--- config.mk ---
export PLATFORM = sky130hd
export DESIGN_NAME = fabint_controller
export DESIGN_NICKNAME = d
export VERILOG_FILES = /design/src/rtl/fabint_pkg.sv /design/src/rtl/fabint_src_cell.sv /design/src/rtl/fabint_controller.sv
export SDC_FILE = /design/constraint.sdc
export NUM_CORES = 1
export LEC_CHECK = 0
export ABC_AREA = 1
export CORE_MARGIN = 5
export CORE_UTILIZATION = 49
export CTS_BUF_LIST = sky130_fd_sc_hd__clkbuf_4
export DETAILED_ROUTE_END_ITERATION = 10
export PLACE_DENSITY = 0.83
export REMOVE_ABC_BUFFERS = 1
export SYNTH_ARGS = -nofsm -noshare
export SYNTH_HDL_FRONTEND = slang
export SYNTH_HIERARCHICAL = 1
export SYNTH_SLANG_ARGS = --single-unit
export TNS_END_PERCENT = 30
--- constraint.sdc ---
create_clock -name PCLK -period 2.15 [get_ports PCLK]
set_clock_uncertainty 0.15 [all_clocks]
set_input_delay 0.3225 -clock PCLK [delete_from_list [all_inputs] [get_ports PCLK]]
set_output_delay 0.3225 -clock PCLK [all_outputs]
set_load 0.01 [all_outputs]
--- src/rtl/fabint_pkg.sv ---
// Shared constants and types for the fabric interrupt controller.
package fabint_pkg;

  // Widest source vector the register map can expose.
  localparam int MAX_SRC = 32;

  // Byte offsets of the register map; only PADDR[4:2] is decoded.
  localparam logic [4:0] OFS_STATUS = 5'h00;
  localparam logic [4:0] OFS_PEND   = 5'h04;
  localparam logic [4:0] OFS_EN     = 5'h08;
  localparam logic [4:0] OFS_MODE   = 5'h0C;
  localparam logic [4:0] OFS_POL    = 5'h10;
  localparam logic [4:0] OFS_VECTOR = 5'h14;

  // APB slave handshake states.
  typedef enum logic [1:0] {
    ST_IDLE,
    ST_WAIT,
    ST_DONE
  } apb_state_t;

endpackage

--- src/rtl/fabint_src_cell.sv ---
// One interrupt source: two-flop synchronizer, polarity, edge detect, pending flop.
module fabint_src_cell (
  input  logic i_clk,
  input  logic i_rst_n,
  input  logic i_irq,
  input  logic i_pol,
  input  logic i_mode,
  input  logic i_clr,
  output logic o_pend
);

  logic r_sync1;
  logic r_sync2;
  logic r_hist;
  logic r_pend;
  logic w_s;
  logic w_rise;

  // Polarity is applied after synchronization so a POL change acts next cycle.
  assign w_s    = r_sync2 ^ i_pol;
  assign w_rise = w_s & ~r_hist;
  assign o_pend = r_pend;

  // Synchronize, track history, and capture pending (new edge beats a clear).
  always_ff @(posedge i_clk or negedge i_rst_n) begin
    if (!i_rst_n) begin
      r_sync1 <= 1'b0;
      r_sync2 <= 1'b0;
      r_hist  <= 1'b0;
      r_pend  <= 1'b0;
    end else begin
      r_sync1 <= i_irq;
      r_sync2 <= r_sync1;
      r_hist  <= w_s;
      if (i_mode) begin
        r_pend <= w_rise | (r_pend & ~i_clr);
      end else begin
        r_pend <= w_s;
      end
    end
  end

endmodule

--- src/rtl/fabint_controller.sv ---
// APB3 slave aggregating fabric interrupt sources into the MSS FABINT line.
module fabint_controller
  import fabint_pkg::*;
#(
  parameter int NUM_SRC = 8,
  parameter int ADDR_W  = 8
) (
  input  logic                PCLK,
  input  logic                PRESETN,
  input  logic                PSEL,
  input  logic                PENABLE,
  input  logic                PWRITE,
  input  logic [ADDR_W-1:0]   PADDR,
  input  logic [31:0]         PWDATA,
  output logic [31:0]         PRDATA,
  output logic                PREADY,
  output logic                PSLVERR,
  input  logic [NUM_SRC-1:0]  IRQ_SRC,
  output logic                FABINT
);

  apb_state_t            r_state;
  apb_state_t            w_state_next;
  logic [NUM_SRC-1:0]    r_en;
  logic [NUM_SRC-1:0]    r_mode;
  logic [NUM_SRC-1:0]    r_pol;
  logic                  r_fabint;
  logic [NUM_SRC-1:0]    w_pend;
  logic [NUM_SRC-1:0]    w_status;
  logic [NUM_SRC-1:0]    w_pend_clr;
  logic [4:0]            w_ofs;
  logic                  w_bad_ofs;
  logic                  w_ro;
  logic                  w_err;
  logic                  w_ready;
  logic                  w_commit;
  logic [MAX_SRC-1:0]    w_vector;
  logic [MAX_SRC-1:0]    w_rdata;
  logic                  w_unused_bits;

  // Address bits outside [4:2] and write data above NUM_SRC are ignored.
  assign w_unused_bits = ^{PADDR, PWDATA};

  assign w_ofs     = {PADDR[4:2], 2'b00};
  assign w_bad_ofs = (w_ofs == 5'h18) || (w_ofs == 5'h1C);
  assign w_ro      = (w_ofs == OFS_STATUS) || (w_ofs == OFS_VECTOR);
  assign w_err     = w_bad_ofs || (PWRITE && w_ro);
  assign w_status  = w_pend & r_en;

  // W1C strobe reaches the cells only on a committed, error-free PEND write.
  assign w_pend_clr = (w_commit && (w_ofs == OFS_PEND)) ? PWDATA[NUM_SRC-1:0] : '0;

  genvar gi;
  generate
    for (gi = 0; gi < NUM_SRC; gi++) begin : g_src
      fabint_src_cell u_cell (
        .i_clk   (PCLK),
        .i_rst_n (PRESETN),
        .i_irq   (IRQ_SRC[gi]),
        .i_pol   (r_pol[gi]),
        .i_mode  (r_mode[gi]),
        .i_clr   (w_pend_clr[gi]),
        .o_pend  (w_pend[gi])
      );
    end
  endgenerate

  // APB state register.
  always_ff @(posedge PCLK or negedge PRESETN) begin
    if (!PRESETN) begin
      r_state <= ST_IDLE;
    end else begin
      r_state <= w_state_next;
    end
  end

  // Next state and handshake; DONE holds until the master ends the access.
  always_comb begin
    w_state_next = r_state;
    w_ready      = 1'b0;
    w_commit     = 1'b0;
    case (r_state)
      ST_IDLE: begin
        if (PSEL && PENABLE) w_state_next = ST_WAIT;
      end
      ST_WAIT: begin
        if (!PSEL) begin
          w_state_next = ST_IDLE;
        end else begin
          w_ready      = 1'b1;
          w_commit     = PWRITE && !w_err;
          w_state_next = ST_DONE;
        end
      end
      ST_DONE: begin
        if (!PSEL || !PENABLE) w_state_next = ST_IDLE;
      end
      default: w_state_next = ST_IDLE;
    endcase
  end

  // Writable configuration registers.
  always_ff @(posedge PCLK or negedge PRESETN) begin
    if (!PRESETN) begin
      r_en   <= '0;
      r_mode <= '0;
      r_pol  <= '0;
    end else if (w_commit) begin
      case (w_ofs)
        OFS_EN:   r_en   <= PWDATA[NUM_SRC-1:0];
        OFS_MODE: r_mode <= PWDATA[NUM_SRC-1:0];
        OFS_POL:  r_pol  <= PWDATA[NUM_SRC-1:0];
        default:  ;
      endcase
    end
  end

  // Lowest-numbered active source wins; scan downward so the last hit is lowest.
  always_comb begin
    w_vector = '0;
    for (int i = NUM_SRC - 1; i >= 0; i--) begin
      if (w_status[i]) begin
        w_vector[31]  = 1'b1;
        w_vector[4:0] = 5'(i);
      end
    end
  end

  // Read mux; data is only presented while PREADY is high on a good read.
  always_comb begin
    w_rdata = '0;
    if (w_ready && !w_err && !PWRITE) begin
      case (w_ofs)
        OFS_STATUS: w_rdata[NUM_SRC-1:0] = w_status;
        OFS_PEND:   w_rdata[NUM_SRC-1:0] = w_pend;
        OFS_EN:     w_rdata[NUM_SRC-1:0] = r_en;
        OFS_MODE:   w_rdata[NUM_SRC-1:0] = r_mode;
        OFS_POL:    w_rdata[NUM_SRC-1:0] = r_pol;
        OFS_VECTOR: w_rdata              = w_vector;
        default:    w_rdata              = '0;
      endcase
    end
  end

  // Registered aggregate interrupt.
  always_ff @(posedge PCLK or negedge PRESETN) begin
    if (!PRESETN) begin
      r_fabint <= 1'b0;
    end else begin
      r_fabint <= |w_status;
    end
  end

  assign PRDATA  = w_rdata;
  assign PREADY  = w_ready;
  assign PSLVERR = w_ready && w_err;
  assign FABINT  = r_fabint;

endmodule

==> results of run 1 <==
## worst max-delay path, cell delays in order
cell and delay [ns]:
dlygate4sd2_1 0.28, inv_2 0.11, nand2_1 0.10, nor2_2 0.15, buf_4 0.16, nand2_1 0.05
and3_1 0.19, a31oi_2 0.14, buf_2 0.16
## Yosys cell counts
library cell / n
buf_4: 23
o211ai_2: 1
buf_2: 1
inv_2: 1
nand3b_1: 8
o211ai_1: 4
nor3_2: 1
nor2_1: 21
a41oi_1: 3
nor2_8: 1
nand2_1: 110
nand2_4: 3
nor3_4: 1
a31oi_1: 1
nand4_1: 1
nand3_1: 13
and2_1: 8
and3_1: 1
inv_1: 32
clkinv_1: 1
o21ai_0: 4
nor2_2: 1
nand2_2: 1
buf_6: 3
o21ai_2: 12
nor3_1: 4
dfrtp_1: 59
conb_1: 1
a21oi_1: 5
o21ai_1: 12
o31ai_1: 1
## layout by cell type (no fill, tap or decap), types with 2 or more instances in the layout
cell             instances
dlygate4sd2_1            5
o211ai_1                 4
inv_2                    5
nor2_2                   5
o21ai_0                  4
nor3_1                   2
o21ai_2                 12
clkbuf_4                10
o21ai_1                 12
buf_4                   21
dfrtp_1                 59
buf_2                   11
a21oi_1                  4
nand2_2                  6
nand2_4                  3
nand3b_1                 8
nand3_2                  2
inv_1                   28
conb_1                  23
clkinv_1                 2
and2_1                   8
nor3_2                   3
nand3_1                 11
a41oi_2                  3
nor2_1                  17
nand2_1                105
clkdlybuf4s50_1         20
buf_6                    3
## metal layers
| layer | GRT usage (%) | up-vias |
|---|---|---|
| met5 | 0 | - |
| met4 | 8.78 | 0 |
| met3 | 5.49 | 18 |
| met2 | 26.9 | 127 |
| met1 | 22.5 | 1123 |
| li1 | - | 1164 |
## worst min-delay path by stage
stage,startpoint,slack (ns),to,cells past startpoint
after global routing,IRQ_SRC[4],0.17,g_src[4].u_cell/r_sync1$_DFF_PN0_,1
after CTS,IRQ_SRC[3],0.19,g_src[3].u_cell/r_sync1$_DFF_PN0_,1
after floorplan,PRESETN,-0.12,FABINT$_DFF_PN0_,0
final,g_src[2].u_cell/r_sync1$_DFF_PN0_,0.19,g_src[2].u_cell/r_sync2$_DFF_PN0_,0
after global placement,PRESETN,0.16,g_src[7].u_cell/r_sync1$_DFF_PN0_,1
after detailed placement,PRESETN,0.17,g_src[7].u_cell/r_sync1$_DFF_PN0_,1
## cell type report
class                      instances  area, sq um  area share, %
multi-input combinational        240         1250           35.1
timing repair buffer              62          520           14.7
clock buffer                      10         75.1           2.12
inverter                          34          129           3.63
tap                               75         93.8           2.64
sequential                        59         1480           41.6
clock inverter                     2         7.51          0.212
## power by group
part           total, uW  switching [uW]  internal [uW]  leakage (uW)
clock network        572             354            218     0.0000491
logic                349             194            155      0.000973
registers           1260            65.5           1200      0.000740
## flip-flops by register name, indices dropped and copies added (netlist names)
name                  count
r_state                   2
r_en                      8
r_mode                    8
g_src.u_cell/o_pend       8
g_src.u_cell/r_hist       8
r_pol                     8
g_src.u_cell/r_sync1      8
FABINT                    1
g_src.u_cell/r_sync2      8
## through the flow
stage	instance area (sq um)	utilization [%]
finish	3550	60.7
global route	3550	60.7
detailed placement	3400	58.1
global placement	3400	58.1
floorplan	2780	-
CTS	3490	59.6
## kinds of logic after synthesis
logic type / Yosys count / synth area share (%)
AO/OA/AOI/OAI: 43 / 10.1
AND/OR/NAND/NOR: 174 / 27.3
buffers and inverters: 61 / 11.7
other: 1 / 0.129
flip-flops: 59 / 50.8
## timing repair
action / CTS / global route
hold buffers: 1 / 0
setup endpoints to repair: 11 / 9
cloned: 0 / 1
buffers inserted: 1 / 1
gates resized for setup: 49 / 18
hold endpoints to repair: 21 / 0
pin swaps: 1 / 4
==> metrics, run 1 <==
biggest area consumer among synthesized cells dfrtp_1; Fill cells 509; status finished clean; part of the cycle the worst path needs 99.6%; post-detail-place hpwl 4.50 mm; data required time of the worst path 1.68 ns; vias in the first global route 2310; First-pass DRT Iterations 5; final setup vio count 0; pins over their slew limit 0; Antenna Cells 0; DRC 0; Mapped Avg Cell Area 8.59 sq um; CTS Buffer Depth 2; Synth top area share 50.8%; largest net degree at the start of global routing 39; Worst-path clk slew 0.09 ns; Synth area leaders dfrtp_1, nand2_1, buf_4; RSZ-0062 raised after global routing yes; GP Congestion 0.860; crit path kind in2out; Clk Tree Root Cell clkbuf_4; CTS Buf Count 9; clk_lat worst skew 0.40 ns; Initial Util 49.6%; Die Area 0.00757 sq mm; Routed wire per std cell 13.3 um; Yosys reg bits 59; Final WS setup 0.00816 ns; DR vias 2432; placed cell count 466; Mapped Area 0.00290 sq mm; HP Class reg2reg; initial antenna violation count 0; I/O pins 88; hold_ws 0.194 ns; vias per cell 5.05; crit path from PADDR[3]; Hold Vio Cnt, Final 0; Post-Synthesis Cells 338; Max-Cap Viols 0; Met2 Wirelength 3.02 mm; Post-Route WL 6.41 mm; clock sinks 59; met3 wire len 565 um; crit path to PRDATA[2]; Chip Height 87.0 um; H-tree depth 3; FMAX 467 MHz; share of cells above drive strength 1 22.4%; Peak VDD IR 396 uV; initial DRC count 237; M1 WL 2.68 mm; standard-cell row count 28; Top Layer Used met4; Total GRT Usage 17.6%; Worst Path Max Fanout 4; Setup crit start kind input pin; DRT antenna net count 0; synth warn 6; Design Power 2180 uW; nets 459; CTS tree yes; Pleak 0.00176 uW; Core ar. 0.00585 sq mm; Fin Setup TNS 0 ns; grt total ovfl 0; Period minus WS final 2.14 ns; synth unique cells 31; worst r2r dst g_src[4].u_cell/o_pend$_DFF_PN0_; non-filler cells, final 482; Arrival @ worst endpoint 1.67 ns; Area Overhead vs Synth 22.2%; pwr dens 615 mW/mm^2; CP Capture Type primary output; reg2reg start r_state[1]$_DFFE_PN0P_; Register-to-Register Path Depth 10; first-pass GRT wire length 10.2 mm; Horiz. Die Dim 87.0 um; sequential area share after synthesis 50.8%; pre-CTS setup slack -0.636 ns; IO Port Bufs 35; flop-to-flop setup slack 0.35 ns
Note: power is estimated with default switching activity, not from simulation.
==> inputs of run 2 (changes only) <==
Settings changed: SLEW_MARGIN set to 15.
==> results of run 2 <==
The final DEF is identical to that of run 1; final timing and power are the same.
==> inputs of run 3 (changes only) <==
Settings changed: GPL_TIMING_DRIVEN set to 1, HOLD_SLACK_MARGIN set to 0.03.
==> results of run 3 <==
The final DEF is identical to that of run 1; final timing and power are the same.
